### src/rtl/dram_timing_controller.sv
// Bitmap DRAM timing: 16-clock frame, video fetch in S0-S7, CPU access in S8-S15.
// Define DRAM_REFRESH_EN to fill idle CPU slots with RAS-only refresh.

module dram_timing_controller (
   input  logic        clk,
   input  logic        RESETn,
   input  logic [13:0] video_addr,
   output logic        vid_load,
   input  logic        cpu_req,
   input  logic        cpu_we,
   input  logic [14:0] cpu_addr,
   input  logic [1:0]  cpu_mask,
   input  logic [7:0]  cpu_wdata,
   output logic [7:0]  cpu_rdata,
   output logic        cpu_ack,
   input  logic [7:0]  data_from_dram,
   output logic [7:0]  data_to_dram,
   output logic        RASn,
   output logic        CASn,
   output logic [7:0]  DRAB,
   output logic        DRWR,
   output logic        DRLn,
   output logic        DRHn,
   output logic        WP0n,
   output logic        WP1n,
   output logic        WP2n,
   output logic        WP3n
);

   typedef enum logic [3:0] {
      S0, S1, S2, S3, S4, S5, S6, S7,
      S8, S9, S10, S11, S12, S13, S14, S15
   } state_t;

   state_t      state;
   state_t      nxt;
   logic [13:0] vid_word;
   logic        busy;
   logic        cpu_we_q;
   logic [14:0] cpu_addr_q;
   logic [1:0]  cpu_mask_q;
`ifdef DRAM_REFRESH_EN
   logic [7:0]  rfsh_row;
   logic        rfsh_act;
`endif

   // Outputs are decoded from the state being entered so each registered
   // output is already valid during the cycle of its named state.
   assign nxt = state_t'(state + 4'd1);

   always_ff @(posedge clk) begin
      if (!RESETn) begin
         state        <= S0;
         RASn         <= 1'b1;
         CASn         <= 1'b1;
         DRWR         <= 1'b1;
         DRLn         <= 1'b1;
         DRHn         <= 1'b1;
         WP0n         <= 1'b1;
         WP1n         <= 1'b1;
         WP2n         <= 1'b1;
         WP3n         <= 1'b1;
         DRAB         <= 8'd0;
         cpu_rdata    <= 8'd0;
         data_to_dram <= 8'd0;
         cpu_ack      <= 1'b0;
         vid_load     <= 1'b0;
         busy         <= 1'b0;
`ifdef DRAM_REFRESH_EN
         rfsh_row     <= 8'd0;
         rfsh_act     <= 1'b0;
`endif
      end else begin
         state    <= nxt;
         vid_load <= (nxt == S4);
         cpu_ack  <= 1'b0;
         case (nxt)
            S0: begin
               vid_word <= video_addr;
               DRAB     <= video_addr[7:0];
            end
            S1: RASn <= 1'b0;
            S2: DRAB <= {2'b00, vid_word[13:8]};
            S3: begin
               CASn <= 1'b0;
               DRWR <= 1'b0;
            end
            S5: begin
               RASn <= 1'b1;
               CASn <= 1'b1;
               DRWR <= 1'b1;
            end
            S8: begin
               if (cpu_req) begin
                  busy         <= 1'b1;
                  cpu_we_q     <= cpu_we;
                  cpu_addr_q   <= cpu_addr;
                  cpu_mask_q   <= cpu_mask;
                  data_to_dram <= cpu_wdata;
                  DRAB         <= cpu_addr[8:1];
               end
`ifdef DRAM_REFRESH_EN
               if (!cpu_req) DRAB <= rfsh_row;
               rfsh_act <= !cpu_req;
`endif
            end
            S9: begin
               if (busy) RASn <= 1'b0;
`ifdef DRAM_REFRESH_EN
               if (rfsh_act) RASn <= 1'b0;
`endif
            end
            S10: begin
               if (busy) begin
                  DRAB <= {2'b00, cpu_addr_q[14:9]};
                  DRLn <= cpu_addr_q[0];
                  DRHn <= !cpu_addr_q[0];
                  DRWR <= cpu_we_q;
                  // Nibble strobes stay low through S12; a zero mask writes nothing.
                  if (cpu_we_q) begin
                     WP0n <= !(!cpu_addr_q[0] && cpu_mask_q[0]);
                     WP1n <= !(!cpu_addr_q[0] && cpu_mask_q[1]);
                     WP2n <= !(cpu_addr_q[0] && cpu_mask_q[0]);
                     WP3n <= !(cpu_addr_q[0] && cpu_mask_q[1]);
                  end
               end
            end
            S11: if (busy) CASn <= 1'b0;
            S13: begin
               if (busy && !cpu_we_q) cpu_rdata <= data_from_dram;
               RASn <= 1'b1;
               CASn <= 1'b1;
               DRWR <= 1'b1;
               DRLn <= 1'b1;
               DRHn <= 1'b1;
               WP0n <= 1'b1;
               WP1n <= 1'b1;
               WP2n <= 1'b1;
               WP3n <= 1'b1;
`ifdef DRAM_REFRESH_EN
               if (rfsh_act) rfsh_row <= rfsh_row + 8'd1;
               rfsh_act <= 1'b0;
`endif
            end
            S15: begin
               cpu_ack <= busy;
               busy    <= 1'b0;
            end
            default: ;
         endcase
      end
   end

endmodule

### config.mk
export PLATFORM = sky130hd
export DESIGN_NAME = dram_timing_controller
export DESIGN_NICKNAME = d
export VERILOG_FILES = /design/src/rtl/dram_timing_controller.sv
export SDC_FILE = /design/constraint.sdc
export NUM_CORES = 1
export LEC_CHECK = 0
export ABC_AREA = 1
export CAP_MARGIN = 20
export CORE_UTILIZATION = 29
export DETAILED_ROUTE_END_ITERATION = 8
export GPL_TIMING_DRIVEN = 0
export PLACE_DENSITY = 0.59
export SLEW_MARGIN = 40
export SYNTH_ARGS = -nofsm -noshare
export SYNTH_HDL_FRONTEND = slang
export SYNTH_SLANG_ARGS = --single-unit
### constraint.sdc
create_clock -name clk -period 2.3 [get_ports clk]
set_clock_uncertainty 0.2 [all_clocks]
set_input_delay 0.46 -clock clk [delete_from_list [all_inputs] [get_ports clk]]
set_output_delay 0.46 -clock clk [all_outputs]
set_load 0.02 [all_outputs]
==> results.sh <==
export IMPL_run_status="complete, no violations"
export IMPL_ys_seq_elements=56
export IMPL_dp_slack_ns=-0.459
export IMPL_cp_common_cell="nor2_4"
export IMPL_fin_ws_ns=0.171
export IMPL_clock_root_buffer="clkbuf_8"
export IMPL_clk_latency_ns=0.31
export IMPL_regArea_um2=1290
export IMPL_die_area_um2=8790
export IMPL_critical_path_required_ns=2.14
export IMPL_tightest_slew_ns=0.713
export IMPL_clock_path_buffers=2
export IMPL_vias=2151
export IMPL_finalHoldViolCount=0
export IMPL_antennaDiodeCount=0
export IMPL_clk_pin_slew_ns=0.11
export IMPL_grt_max_degree=19
export IMPL_power_uw=1920
export IMPL_overflow=0
export IMPL_cts_buffers=5
export IMPL_wl_met2_um=2840
export IMPL_postRouteWirelength_um=5780
export IMPL_finalCritPeriodShare_pct=92.6
export IMPL_final_cells=491
export IMPL_placed_area_um2=3420
export IMPL_firstDrtPassIters=6
export IMPL_regToRegStartpoint="state[0]"
export IMPL_maxCapViolCount=0
export IMPL_port_buffers=84
export IMPL_min_path_cells=2
export IMPL_crit_type="reg -> reg"
export IMPL_rsz0062_at_grt="false"
export IMPL_path_cells="ha_1 > inv_1 > nand2_1 > nand2_4 > inv_4 > nand3_4 > nor2_4 > inv_2 > buf_6 > nor2_4 > buf_12"
export IMPL_setup_worst_path_start_class="flip-flop"
export IMPL_detail_route_wl_per_cell_um=11.8
export IMPL_dieWidth_um=93.8
export IMPL_grt_pass1_wl_um=9610
export IMPL_crit_fanout=10
export IMPL_rr_worst_depth=11
export IMPL_highest_signal_layer="met4"
export IMPL_crit_arrival_ns=1.97
export IMPL_drt_vias_per_instance=4.38
export IMPL_maxSlewViolCount=0
export IMPL_synthCells=290
export IMPL_htreeDepth=2
export IMPL_cp_endpoint="cpu_addr_q[11]"
export IMPL_hold_path_class="reg -> reg"
export IMPL_p_leak_uw=0.00142
export IMPL_route_met3_wl_um=373
export IMPL_fill_cells=845
export IMPL_crit_start="state[0]"
export IMPL_syn_to_final_growth_pct=46.2
export IMPL_track_usage_pct=13.9
export IMPL_hold_ws_ns=0.250
export IMPL_row_count=33
export IMPL_dp_hpwl_um=4490
export IMPL_layout_drive_gt1_share_pct=9.59
export IMPL_syn_nets=347
export IMPL_vdd_drop_max_uv=241
export IMPL_multi_input_area_um2=1000
export IMPL_hp_start="cpu_rdata[4]"
export IMPL_core_area_um2=8180
export IMPL_slew_headroom_pct=52.1
export IMPL_drtIter0Drc=110
export IMPL_routedLengthMet1_um=2510
export IMPL_max_freq_mhz=470
export IMPL_cp_end_kind="flip-flop"
export IMPL_route_detailed_drc=0
export IMPL_cts_sinks=56
export IMPL_postLayoutCellArea_um2=3570
export IMPL_grt_pass1_vias=2021
export IMPL_pwr_density_cell_nw_per_um2=538
export IMPL_placedCellCount=479
export IMPL_globalplace_congestion=0.767
export IMPL_antenna_found_initial=0
export IMPL_die_h_um=93.8
export IMPL_synth_avg_cell_area_um2=8.42
export IMPL_setup_viol=0
export IMPL_initial_core_util_pct=29.9
export IMPL_cts_tree="built"
export IMPL_nNetsFinal=442
export IMPL_io_pins=86
export IMPL_slowest_stage="dfxtp_4"
export IMPL_synth_area_um2=2440
export IMPL_ant_nets=0
export IMPL_period_minus_slack_ns=2.13
export IMPL_synth_yosys_seq_area_share_pct=52.5
export IMPL_synth_cell_type_count=28
export IMPL_synth_warnings=0
export IMPL_r2r_slack_ns=0.17
export IMPL_r2r_end="cpu_addr_q[11]"
export IMPL_slowest_delay_ns=0.40
metrics by stage:
step | setup TNS (ns) | util (%)
after floorplan | 0 | -
after global placement | -6.58 | 41.8
after detailed placement | -5.22 | 41.9
after CTS | 0 | 43.5
after global routing | 0 | 43.7
final | 0 | 43.7
worst min-delay path by stage:
stage,endpoint
detailed placement,cpu_rdata[4]
floorplan,state[0]
finish,cpu_rdata[4]
global placement,cpu_rdata[7]
CTS,cpu_rdata[4]
global route,cpu_rdata[7]
placed cells by master (no fill, tap or decap), drive strengths merged:
cell           count
nor2              42
inv               37
dfxtp             40
buf                7
nand2             52
clkbuf            10
ha                 6
nor4               2
nand4              3
o21ai             21
a21oi             10
nand3             52
edfxtp            16
clkdlybuf4s50     84
nor3               1
clkinv             1
o2111ai            2
flip-flops by register name (all words and copies together), names as in the netlist, 2 cells and up:
name / cells
cpu_rdata: 8
data_to_dram: 8
state: 4
DRAB: 8
cpu_addr_q: 7
cpu_mask_q: 2
vid_word: 6
cell type report:
class	instances	area share, %
multi-input combinational	191	28.1
clock inverter	2	0.491
timing repair buffer	88	24.7
buffer	7	1.02
sequential	56	36.1
clock buffer	6	2.03
tap	105	3.68
inverter	36	3.85
Yosys cell counts:
master | number | area [um2]
nand2_1 | 49 | 184
a21oi_2 | 1 | 8.76
o2111ai_1 | 2 | 17.5
clkinv_1 | 1 | 3.75
nand4_1 | 2 | 12.5
ha_1 | 6 | 75.1
clkbuf_1 | 4 | 15.0
inv_1 | 32 | 120
a21oi_1 | 9 | 45.0
nand4_2 | 1 | 12.5
inv_2 | 3 | 11.3
o21ai_0 | 20 | 100
edfxtp_1 | 16 | 480
nor2_1 | 36 | 135
nand3_4 | 1 | 17.5
dfxtp_1 | 40 | 801
buf_6 | 1 | 11.3
nor2_2 | 4 | 25.0
nor2_8 | 1 | 20.0
buf_2 | 2 | 10.0
nor4_1 | 2 | 12.5
nor3_1 | 1 | 5.00
nor2_4 | 1 | 11.3
nand2_4 | 2 | 22.5
o21ai_2 | 1 | 8.76
nand3_1 | 48 | 240
nand2_2 | 1 | 6.26
nand3_2 | 3 | 30.0
critical path: cells and delay by family (launching register included):
| family | cells | cell delay, ns |
|---|---|---|
| fa+ha+maj | 1 | 0.19 |
| simple gates | 5 | 0.56 |
| flops | 1 | 0.40 |
| buf+inv | 5 | 0.51 |
logic make-up after synthesis:
kind of cell	synth area share [%]
DFF	52.5
adders and majority gates	3.07
AOI/OAI and AO/OA	7.38
and+or+nand+nor	30.1
buffers and inverters	7.02
power breakdown:
group	total (uW)	internal, uW	leakage (uW)	switching (uW)
clock	558	224	0.0000462	334
combinational	307	156	0.000905	151
sequential	1060	1040	0.000471	17.3
repair_timing:
action                     in CTS  in global routing
hold buffers                    0                  0
resized for setup               5                  1
setup buffers                   2                  2
setup endpoints to repair      10                 10
pin swaps                       2                  1
layer usage:
layer  global-route usage [%]  vias up
met5                        0        -
met4                     3.46        0
met3                     3.96        4
met2                     23.1       52
met1                     17.6      955
li1                         -     1140
Power figures use the tool's default switching activity.
